==> src/rtl/disp_scheduler_if.sv <==
// Handshake bundle between the display requesters and disp_scheduler.
// master drives requests and tick; slave (the scheduler) drives the mux select side.
interface disp_scheduler_if;
    logic       tick;
    logic [7:0] req;
    logic       manual;
    logic [2:0] man_sel;
    logic [2:0] sel;
    logic [7:0] grant;
    logic       busy;
    logic       switch;

    modport master (output tick, req, manual, man_sel, input  sel, grant, busy, switch);
    modport slave  (input  tick, req, manual, man_sel, output sel, grant, busy, switch);
endinterface

==> src/rtl/disp_scheduler.sv <==
// Round-robin time-sharing of the 8-channel seven-segment mux with dwell timer and manual override.
// Optional build macro DISP_SCHED_PRIO0_EN makes channel 0 a preempting high-priority channel.
module disp_scheduler #(
    parameter int DWELL = 4,
    parameter int CNT_W = 8
) (
    input  logic             clk,
    input  logic             rst,
    disp_scheduler_if.slave  bus
);

    typedef enum logic [1:0] {
        S_IDLE   = 2'd0,
        S_SHOW   = 2'd1,
        S_MANUAL = 2'd2
    } state_t;

    state_t           state_r;
    logic [2:0]       sel_r;
    logic [2:0]       sel_d_r;
    logic [2:0]       ptr_r;
    logic [7:0]       grant_r;
    logic             busy_r;
    logic             switch_r;
    logic [CNT_W-1:0] cnt_r;
`ifdef DISP_SCHED_PRIO0_EN
    logic             req0_d_r;
`endif

    logic [3:0]       next_ptr_s;
    logic [3:0]       next_sel_s;
    logic             expire_s;
    logic             prio_hit_s;

    // First set request bit at or above start, wrapping; MSB flags that one was found.
    function automatic logic [3:0] find_next(input logic [7:0] r, input logic [2:0] start);
        logic [3:0] res;
        logic [2:0] idx;
        res = 4'd0;
        for (int k = 7; k >= 0; k--) begin
            idx = start + 3'(k);
            if (r[idx]) begin
                res = {1'b1, idx};
            end else begin
                res = res;
            end
        end
        return res;
    endfunction

    function automatic logic [7:0] onehot(input logic [2:0] s);
        return 8'd1 << s;
    endfunction

    // Search results, dwell expiry and channel-0 preemption detect.
    always_comb begin
        next_ptr_s = find_next(bus.req, ptr_r + 3'd1);
        next_sel_s = find_next(bus.req, sel_r + 3'd1);
        expire_s   = bus.tick & (cnt_r == CNT_W'(DWELL - 1));
`ifdef DISP_SCHED_PRIO0_EN
        prio_hit_s = bus.req[0] & ~req0_d_r & (sel_r != 3'd0);
`else
        prio_hit_s = 1'b0;
`endif
    end

    // Scheduler FSM with registered outputs.
    always_ff @(posedge clk or posedge rst) begin
        if (rst) begin
            state_r  <= S_IDLE;
            sel_r    <= 3'd0;
            sel_d_r  <= 3'd0;
            ptr_r    <= 3'd7;
            grant_r  <= 8'd0;
            busy_r   <= 1'b0;
            switch_r <= 1'b0;
            cnt_r    <= '0;
`ifdef DISP_SCHED_PRIO0_EN
            req0_d_r <= 1'b0;
`endif
        end else begin
            sel_d_r  <= sel_r;
            switch_r <= (sel_r != sel_d_r);
`ifdef DISP_SCHED_PRIO0_EN
            req0_d_r <= bus.req[0];
`endif
            case (state_r)
                S_IDLE: begin
                    cnt_r <= '0;
                    if (bus.manual) begin
                        state_r <= S_MANUAL;
                        sel_r   <= bus.man_sel;
                        grant_r <= onehot(bus.man_sel);
                        busy_r  <= 1'b1;
                    end else if (bus.req != 8'd0) begin
                        state_r <= S_SHOW;
                        sel_r   <= next_ptr_s[2:0];
                        ptr_r   <= next_ptr_s[2:0];
                        grant_r <= onehot(next_ptr_s[2:0]);
                        busy_r  <= 1'b1;
                    end else begin
                        grant_r <= 8'd0;
                        busy_r  <= 1'b0;
                    end
                end
                S_SHOW: begin
                    if (bus.manual) begin
                        state_r <= S_MANUAL;
                        sel_r   <= bus.man_sel;
                        grant_r <= onehot(bus.man_sel);
                        cnt_r   <= '0;
                    end else if (prio_hit_s) begin
                        sel_r   <= 3'd0;
                        ptr_r   <= 3'd0;
                        grant_r <= 8'd1;
                        cnt_r   <= '0;
                    end else if (!bus.req[sel_r]) begin
                        // A drop wins over a coincident tick; the count restarts either way.
                        cnt_r <= '0;
                        if (next_sel_s[3]) begin
                            sel_r   <= next_sel_s[2:0];
                            ptr_r   <= next_sel_s[2:0];
                            grant_r <= onehot(next_sel_s[2:0]);
                        end else begin
                            state_r <= S_IDLE;
                            grant_r <= 8'd0;
                            busy_r  <= 1'b0;
                        end
                    end else if (expire_s) begin
                        // Search wraps back onto sel, so a lone requester simply keeps the display.
                        cnt_r   <= '0;
                        sel_r   <= next_sel_s[2:0];
                        ptr_r   <= next_sel_s[2:0];
                        grant_r <= onehot(next_sel_s[2:0]);
                    end else if (bus.tick) begin
                        cnt_r <= cnt_r + CNT_W'(1);
                    end else begin
                        cnt_r <= cnt_r;
                    end
                end
                S_MANUAL: begin
                    cnt_r <= '0;
                    if (bus.manual) begin
                        sel_r   <= bus.man_sel;
                        grant_r <= onehot(bus.man_sel);
                        busy_r  <= 1'b1;
                    end else begin
                        state_r <= S_IDLE;
                        ptr_r   <= bus.man_sel;
                        grant_r <= 8'd0;
                        busy_r  <= 1'b0;
                    end
                end
                default: begin
                    state_r <= S_IDLE;
                    grant_r <= 8'd0;
                    busy_r  <= 1'b0;
                    cnt_r   <= '0;
                end
            endcase
        end
    end

    assign bus.sel    = sel_r;
    assign bus.grant  = grant_r;
    assign bus.busy   = busy_r;
    assign bus.switch = switch_r;

endmodule

==> src/flat_wrapper.sv <==
// flat-port wrapper written by rule: the top's interface ports become plain ports
module disp_scheduler_flat 
#(
    parameter int DWELL = 4,
    parameter int CNT_W = 8
)
  (clk, rst, bus_tick, bus_req, bus_manual, bus_man_sel, bus_sel, bus_grant, bus_busy, bus_switch);
  disp_scheduler_if bus_i ();
  input  logic clk;
  input  logic rst;
  input wire logic [$bits(bus_i.tick)-1:0] bus_tick;
  input wire logic [$bits(bus_i.req)-1:0] bus_req;
  input wire logic [$bits(bus_i.manual)-1:0] bus_manual;
  input wire logic [$bits(bus_i.man_sel)-1:0] bus_man_sel;
  output wire logic [$bits(bus_i.sel)-1:0] bus_sel;
  output wire logic [$bits(bus_i.grant)-1:0] bus_grant;
  output wire logic [$bits(bus_i.busy)-1:0] bus_busy;
  output wire logic [$bits(bus_i.switch)-1:0] bus_switch;
  assign bus_i.tick = bus_tick;
  assign bus_i.req = bus_req;
  assign bus_i.manual = bus_manual;
  assign bus_i.man_sel = bus_man_sel;
  assign bus_sel = bus_i.sel;
  assign bus_grant = bus_i.grant;
  assign bus_busy = bus_i.busy;
  assign bus_switch = bus_i.switch;
  disp_scheduler #(.DWELL(DWELL), .CNT_W(CNT_W)) u_core (.clk(clk), .rst(rst), .bus(bus_i));
endmodule
==> config.mk <==
export PLATFORM = sky130hd
export DESIGN_NAME = disp_scheduler_flat
export DESIGN_NICKNAME = d
export VERILOG_FILES = /design/src/rtl/disp_scheduler_if.sv /design/src/rtl/disp_scheduler.sv /design/src/flat_wrapper.sv
export SDC_FILE = /design/constraint.sdc
export NUM_CORES = 1
export LEC_CHECK = 0
export CAP_MARGIN = 15
export CORE_ASPECT_RATIO = 1.75
export CORE_UTILIZATION = 56
export DETAILED_ROUTE_END_ITERATION = 10
export GPL_ROUTABILITY_DRIVEN = 0
export GPL_TIMING_DRIVEN = 0
export PLACE_DENSITY = 0.77
export SLEW_MARGIN = 40
export SYNTH_ARGS = -nofsm -noshare
export SYNTH_HDL_FRONTEND = slang
export SYNTH_SLANG_ARGS = --single-unit
==> constraint.sdc <==
create_clock -name clk -period 9.7 [get_ports clk]
set_input_delay 0.97 -clock clk [delete_from_list [all_inputs] [get_ports clk]]
set_output_delay 0.97 -clock clk [all_outputs]
set_load 0.02 [all_outputs]
# --- Word-level counts from Yosys, hierarchy flattened ---
# Index checks and enable logic that the tools add are counted.
totals:
  reg_bits: 29
  input_bits: 15
  out_inout_bits: 13
  elab_cells: 161
classes:
  addsub: 17
  magnitude_cmp: 17
  n_eq_ne: 19
  n_shift: 3
  n_mux: 89
  bitwise_logic: 1
  n_reduce_logical: 7
op_table:
  columns: ["cell", "count"]
  rows:
  - ["$mux 8", 12]
  - ["$lt 3x4->1 const B", 17]
  - ["$mux 3", 18]
  - ["$bmux 1 s3", 17]
  - ["$mux 4", 8]
  - ["$add 3x3->3 const B", 8]
  - ["$pmux 8 s3", 1]
  - ["$shl 1x3->8 const A", 3]
  - ["$mux 1", 23]
  - ["$pmux 3 s3", 2]
  - ["$add 3x1->3 const B", 4]
  - ["$add 3x2->3 const B", 4]
  - ["$mux 2", 6]
  - ["$ne 2x2->1 const B", 6]
  - ["$add 8x1->8 const B", 1]
  - ["$eq 8x2->1 const B", 1]
  - ["$reduce_bool 8->1", 1]
  - ["$reduce_and 7->1", 1]
  - ["$ne 3x2->1 const B", 2]
  - ["$ne 3x3->1 const B", 2]
  - ["$pmux 2 s3", 1]
  - ["$ne 5x4->1 const B", 1]
  - ["$reduce_and 5->1", 1]
  - ["$ne 4x2->1 const B", 1]
  - ["other kinds (12)", 12]

# --- Longest topological paths before layout ---
# Gate-level depths: netlist (run 1).
logic_depth:
  word_depth: 17
  depth_mapped: 14

# --- Least setup slack after synthesis (run 1) ---
# Ideal clock, no wire load.
synth_timing:
  kind: "flip-flop to flip-flop"
  from: "reg u_core.sel_r[0], in the netlist u_core.bus.sel[0]"
  to: "reg u_core.grant_r[5], in the netlist u_core.bus.grant[5]"
  t_arrival_ns: 3.395
  t_required_ns: 9.569
  slack_ns: 6.173
  stages_incl_launch_ff: 14
  path_cell_list: "dfrtp_1 > buf_6 > buf_6 > clkinv_1 > ha_1 > buf_6 > buf_2 > mux4_2 > mux2i_1 > a21bo_2 > a211oi_2 > o21ai_2 > nor4bb_1 > or3_1"
synth_between:
  elab_chain_len: 17
  elab_cells_between_ends: 41
synth_rtl:
  columns: ["item", "line_no", "rtl"]
  rows:
  - ["start: declaration", "disp_scheduler.sv:19", "logic [2:0] sel_r;"]
  - ["start signal: assignment", "disp_scheduler.sv:92", "sel_r <= bus.man_sel;"]
  - ["start signal: assignment", "disp_scheduler.sv:97", "sel_r <= next_ptr_s[2:0];"]
  - ["start signal: assignment", "disp_scheduler.sv:109", "sel_r <= bus.man_sel;"]
  - ["$add 3x1->3", "disp_scheduler.sv:58", "next_sel_s = find_next(bus.req, sel_r + 3'd1);"]
  - ["$add 3x3->3", "disp_scheduler.sv:41", "idx = start + 3'(k);"]
  - ["$bmux 1 s3", "disp_scheduler.sv:42", "if (r[idx]) begin"]
  - ["$mux 1 (implied by the code)", "disp_scheduler.sv:42", null]
  - ["$mux 4 (8 in a row)", "disp_scheduler.sv:42", null]
  - ["$shl 1x3->8", "disp_scheduler.sv:52", "return 8'd1 << s;"]
  - ["$mux 8 (on tied branches)", "disp_scheduler.sv:120, disp_scheduler.sv:129", null]
  - ["$mux 8", "disp_scheduler.sv:117", "end else if (!bus.req[sel_r]) begin"]
  - ["$mux 8", "disp_scheduler.sv:107", "if (bus.manual) begin"]
  - ["$pmux 8 s3", "disp_scheduler.sv:87", "case (state_r)"]
  - ["end signal: assignment", "disp_scheduler.sv:93", "grant_r <= onehot(bus.man_sel);"]
  - ["end signal: assignment", "disp_scheduler.sv:110", "grant_r <= onehot(bus.man_sel);"]
  - ["end signal: assignment", "disp_scheduler.sv:123", "grant_r <= onehot(next_sel_s[2:0]);"]
  - ["end: declaration", "disp_scheduler.sv:22", "logic [7:0] grant_r;"]
# Several ways; a longest one is shown, not always the timed one. The select of a mux whose other input is x is not followed.
# A chain may end at the register's enable or synchronous reset.

# --- Worst setup path after layout (run 1) ---
# Same ends and word-level chain as after synthesis.

==> impl_metrics.py, run 1 <==
metrics = {
    "timing": {
        "tightest_slew_ps": 690,
        "skew_ps": 9.25,
        "rsz0062_at_grt": "false",
        "hold_viol": 0,
        "slew_headroom_pct": 53.6,
        "slew_violations": 0,
        "final.period_utilization_pct": 43.7,
        "finalSetupViolCount": 0,
        "max_freq_mhz": 236,
        "fin_crit_ps": 4240,
        "finalSetupTns_ps": 0,
    },
    "logic_synthesis": {
        "syn-instance-count": 442,
        "synth-seq-cells": 29,
        "synth.distinct_cells": 79,
        "synth_warnings": 0,
        "avgSynthCellArea_um2": 8.81,
        "synth_area_um2": 3890,
        "synth_flop_cell": "dfrtp_1",
        "synth_edf_count": 0,
        "async_reset_ff_share_pct": 100,
        "yosysSeqAreaShare_pct": 18.7,
        "syn_nets": 467,
    },
    "clock_network": {
        "cts_tree": "done",
        "cts_made_buffers": 5,
        "cts_hold_repair.buffers": 0,
        "cts_root_buf": "clkbuf_16",
        "post_cts_buffers": 0,
        "cts_resized": 0,
        "cts_htree_levels": 2,
        "path_clk_slew_ps": 50,
        "numClockSinks": 29,
        "worstSkewPairLatency_ps": 280,
        "max-clock-path-buffers": 2,
    },
    "final_layout": {
        "final_common_cell": "nand2_1",
        "antenna_cells": 0,
        "syn2layout_area_growth_pct": 13.8,
        "nets": 498,
        "final_cell_mix": "nand2_1 (35), nor2_1 (29), o21ai_0 (28)",
        "fillers": 602,
        "layout-drive-gt1-share_pct": 16.9,
    },
    "grt": {
        "antenna_found_initial": 0,
        "grt_max_degree": 30,
        "gr-max-usage-layer": "met2",
        "grtUsageTotal_pct": 31.7,
        "grtUsageMet2_pct": 57.8,
        "grtUsageMet3_pct": 3.76,
        "first_global_vias": 3928,
        "grt-ovfl-total": 0,
        "grt.met1_usage_pct": 35.1,
        "grt_pass1_wl_um": 18200,
    },
    "min_path": {
        "holdPathStages": 1,
        "hp-start": "u_core.cnt_r[0]",
        "hold_path_class": "reg -> reg",
        "hold_end": "u_core.cnt_r[0]",
    },
    "placed_design": {
        "dpl.hpwl_um": 8220,
        "port_buffers": 24,
    },
    "worst_setup_path": {
        "cp_data_arrival_time_ps": 4450,
        "cpMostUsedCell": "buf_6",
        "path_class": "reg -> reg",
        "critical_path.slowest_cell": "nor4_2",
        "cp.required_ps": 9920,
        "critPathCaptureType": "flop",
        "r2r_end": "u_core.bus.grant[5]",
        "timing.critical_path.buf_inv": 5,
        "critPathTopFamily": "simple AND/OR/NAND/NOR gates",
        "reg2reg_from": "u_core.bus.sel[0]",
        "path_cells": "buf_6, buf_6, clkinv_1, ha_1, buf_6, clkbuf_1, mux4_2, a31oi_1, a21oi_1, nor4_2, nand2_2, nor4bb_1, or3_1",
        "cp-start-kind": "flop",
        "rrSetupSlack_ps": 5460,
        "worstRegToRegCells": 13,
        "critical_path.max_stage_delay_ps": 660,
        "path_max_fanout": 10,
    },
    "drt": {
        "totalWireLength_um": 11100,
        "drc": 0,
        "drt-initial-drc-count": 542,
        "first_pass_iters": 5,
        "routed-via-count": 3965,
        "postRouteAntennaNets": 0,
        "wire_per_inst_um": 20.0,
        "vias_per_cell": 7.13,
    },
    "job": {
        "cap_viol_max_count": 0,
    },
    "die": {
        "rows": 39,
        "die_w_um": 65.0,
        "ios": 28,
        "core_um2": 6640,
        "initial_core_util_pct": 58.7,
        "die-height_um": 112,
        "dieArea_um2": 7300,
    },
    "outcome": {
        "outcome": "completed",
    },
}
==> cell families after synthesis <==
group | after synthesis | synth area share, %
compound gates | 135 | 24.9
buf+inv | 58 | 7.26
simple gates | 140 | 18.7
flops | 29 | 18.7
xor+xnor | 18 | 5.49
fa+ha+maj | 10 | 3.21
mux | 52 | 21.7
==> per-layer routing <==
| metal | vias up | wire [um] |
|---|---|---|
| met3 | 45 | 615 |
| met4 | 0 | 448 |
| met1 | 1946 | 4110 |
| met5 | - | 0 |
| met2 | 203 | 5960 |
| li1 | 1771 | - |
==> worst max path at each step <==
stage	from	end	slack, ps	depth (start not counted)
finish	u_core.bus.sel[0]	u_core.bus.grant[5]	5460	13
global placement	u_core.bus.sel[0]	u_core.bus.grant[5]	5620	13
detailed placement	u_core.bus.sel[0]	u_core.bus.grant[5]	5540	13
floorplan	u_core.bus.sel[0]	u_core.bus.grant[5]	6170	13
CTS	u_core.bus.sel[0]	u_core.bus.grant[5]	5520	13
global route	u_core.bus.sel[0]	u_core.bus.grant[5]	5210	13
==> flip-flops by register name, summed over array words and instances, names as in the netlist <==
register and count:
u_core.bus.grant 8, u_core.cnt_r 8, u_core.bus.sel 3, u_core.ptr_r 3
u_core.sel_d_r 3, u_core.state_r 2, u_core.bus.busy 1, u_core.bus.switch 1
==> cell type report <==
cell class	count	area [um^2]	area share, %
plain buffers	37	204	4.60
clock buffers	5	125	2.82
clock inverters	3	65.1	1.47
inverters	21	78.8	1.78
multi-input cells	355	2890	65.1
flip-flops and latches	29	729	16.5
well taps	82	103	2.32
repair buffers	24	240	5.42
==> stage by stage <==
stage               cell area, um^2  hold slack [ps]  setup WS, ps  std cells  utilization (%)
global route                   4430              522          5210        556             66.8
finish                         4430              499          5460        556             66.8
CTS                            4430              501          5520        556             66.8
detailed placement             4240              495          5540        548             63.9
floorplan                      3890              459          6170        442                -
global placement               4240              470          5620        548             63.8
==> synth_stat cells (4+ instances only) <==
| library cell | n | area (um^2) |
|---|---|---|
| and3_1 | 8 | 50.1 |
| nor3_1 | 9 | 45.0 |
| nand3b_1 | 4 | 30.0 |
| or3_1 | 4 | 25.0 |
| nand3_1 | 17 | 85.1 |
| clkbuf_1 | 15 | 56.3 |
| nor4_1 | 9 | 56.3 |
| mux2i_1 | 18 | 180 |
| mux2_2 | 9 | 101 |
| ha_1 | 10 | 125 |
| a22oi_1 | 10 | 75.1 |
| nor2_1 | 29 | 109 |
| inv_1 | 20 | 75.1 |
| a21oi_1 | 20 | 100 |
| nand2_1 | 35 | 131 |
| xor2_1 | 6 | 52.6 |
| xnor2_1 | 8 | 70.1 |
| nand4_1 | 4 | 25.0 |
| o211ai_1 | 6 | 45.0 |
| buf_6 | 5 | 56.3 |
| a22o_1 | 5 | 43.8 |
| a31oi_1 | 7 | 43.8 |
| mux4_2 | 22 | 495 |
| buf_2 | 10 | 50.1 |
| a311o_1 | 4 | 40.0 |
| nand2b_1 | 5 | 31.3 |
| o22ai_1 | 5 | 31.3 |
| o21ai_0 | 28 | 140 |
| dfrtp_1 | 26 | 651 |
| a211oi_1 | 7 | 52.6 |
Power of run 1 is left out: the tool's default activity adds up to more than one toggle a clock period on the data nets, which glitch-free logic cannot reach.
==> run 2: changes to the inputs <==
clock period = 4 ns   (was 9.7 ns; I/O delays follow)
==> run 2 against run 1 <==
Compared with the run above: setup slack lost 5300 ps; worst hold slack is essentially flat; sequential share of layout area shrank 0.16 points; register-to-register slack lost 5300 ps; cell area grew 1.2%; final cell count grew 0.54%; maximum frequency grew 11%; global-route usage is essentially flat; critical path depth shrank 1; wire length grew 1.4%; sequential cell count is the same; non-clock buffer count grew 3; largest cell class unchanged; highest routed layer unchanged.
==> impl_metrics.py, run 2 (synthesis results as in run 1) <==
metrics = {
    "outcome": {
        "outcome": "completed",
    },
    "clock_network": {
        "cts_hold_repair.buffers": 0,
        "cts_htree_levels": 2,
        "cts_made_buffers": 5,
        "cts_root_buf": "clkbuf_16",
        "max-clock-path-buffers": 2,
        "worstSkewPairLatency_ps": 280,
        "cts_tree": "done",
        "numClockSinks": 29,
        "path_clk_slew_ps": 50,
    },
    "timing": {
        "slew_headroom_pct": 56.5,
        "slew_violations": 0,
        "finalSetupViolCount": 0,
        "rsz0062_at_grt": "false",
        "fin_crit_ps": 3800,
        "final.period_utilization_pct": 95.1,
        "finalSetupTns_ps": 0,
        "skew_ps": 6.85,
        "holdWs_ps": 499,
        "tightest_slew_ps": 651,
        "max_freq_mhz": 263,
        "hold_viol": 0,
    },
    "final_layout": {
        "nets": 501,
        "final_area_um2": 4480,
        "multiInputGateArea_um2": 2910,
        "final_common_cell": "nand2_1",
        "finish.utilization_pct": 67.6,
        "fillers": 596,
        "seqCellArea_um2": 731,
        "syn2layout_area_growth_pct": 15.2,
        "antenna_cells": 0,
        "layout-drive-gt1-share_pct": 18.2,
        "final_cell_mix": "nand2_1 (35), nor2_1 (29), o21ai_0 (28)",
    },
    "grt": {
        "grt-ovfl-total": 0,
        "grt_max_degree": 30,
        "first_global_vias": 3956,
        "antenna_found_initial": 0,
        "grt_pass1_wl_um": 18200,
        "grtUsageTotal_pct": 31.8,
    },
    "placed_design": {
        "port_buffers": 24,
        "placed_area_um2": 4240,
        "dpl.hpwl_um": 8220,
    },
    "drt": {
        "vias_per_cell": 7.11,
        "routed-via-count": 3974,
        "drt-initial-drc-count": 400,
        "first_pass_iters": 5,
        "drc": 0,
        "wire_per_inst_um": 20.2,
        "postRouteAntennaNets": 0,
        "totalWireLength_um": 11300,
    },
    "die": {
        "ios": 28,
        "core_um2": 6640,
        "die-height_um": 112,
        "die_w_um": 65.0,
        "initial_core_util_pct": 58.7,
        "rows": 39,
        "dieArea_um2": 7300,
    },
    "worst_setup_path": {
        "path_max_fanout": 10,
        "critical_path.slowest_cell": "mux4_2",
        "cp-start-kind": "flop",
        "path_class": "reg -> reg",
        "critical_path.max_stage_delay_ps": 660,
        "cp.required_ps": 4160,
        "path_cells": "buf_4, inv_1, ha_1, buf_6, mux4_2, mux2_2, o21bai_1, a21oi_1, o22ai_4, nor3b_2, a32oi_1, a21oi_1",
        "critPathCaptureType": "flop",
        "cp_data_arrival_time_ps": 3960,
        "cpMostUsedCell": "a21oi_1",
    },
    "job": {
        "cap_viol_max_count": 0,
    },
    "min_path": {
        "hold_path_class": "reg -> reg",
    },
}
-- run 2: changes by cell type in the layout (fill, tap and decap cells not counted), sizes merged --
cell      before  now
clkbuf        23   24
buf           19   21
clkinv         2    1
clkinvlp       0    1
-- run 2: cell type report --
cell class / instances / share of cell area [%]
Clock buffer: 5 / 2.79
Tap cell: 82 / 2.29
Multi-Input combinational cell: 355 / 64.8
Sequential cell: 29 / 16.3
Clock inverter: 3 / 1.45
Buffer: 37 / 4.63
Timing Repair Buffer: 27 / 5.86
Inverter: 21 / 1.84
-- run 2: timing repair --
item | 4_1_cts | 5_1_grt
cloned | 0 | 0
setup endpoints to repair | 12 | 13
gates resized for setup | 3 | 4
setup buffers | 0 | 3
-- run 2: worst max-delay path: cells and delay by family (launching register included) --
family | cells | cell delay (ps)
multiplexers | 2 | 1010
AND/OR/NAND/NOR | 1 | 200
buffers and inverters | 3 | 540
adder cells (fa/ha/maj) | 1 | 380
flip-flops | 1 | 590
AO/OA/AOI/OAI | 5 | 970
-- run 2: final timing paths --
| path | from | to | slack (ps) | depth (start not counted) |
|---|---|---|---|---|
| min reg2reg | u_core.cnt_r[0] | u_core.cnt_r[0] | 500 | 1 |
| max reg2reg | u_core.ptr_r[0] | u_core.bus.grant[1] | 200 | 12 |
| min | u_core.cnt_r[0] | u_core.cnt_r[0] | 500 | 1 |
| min in group asynchronous | rst | u_core.bus.grant[4] | 510 | 2 |
| max | u_core.ptr_r[0] | u_core.bus.grant[1] | 200 | 12 |
| max in group asynchronous | rst | u_core.bus.sel[0] | 3060 | 2 |
-- run 2: layer usage --
| metal | track usage (%) | routed length [um] |
|---|---|---|
| met2 | 57.4 | 6090 |
| met1 | 34.9 | 4160 |
| met5 | 0 | 0 |
| met3 | 3.66 | 584 |
| met4 | 17.5 | 459 |
-- run 2: through the flow --
step | setup slack, ps | std cells
2_1_floorplan | 473 | 442
3_3_place_gp | -78.7 | 548
3_5_place_dp | -156 | 548
4_1_cts | 71.5 | 556
5_1_grt | 40.8 | 559
6_report | 196 | 559
Power of run 2 is left out for the same reason.
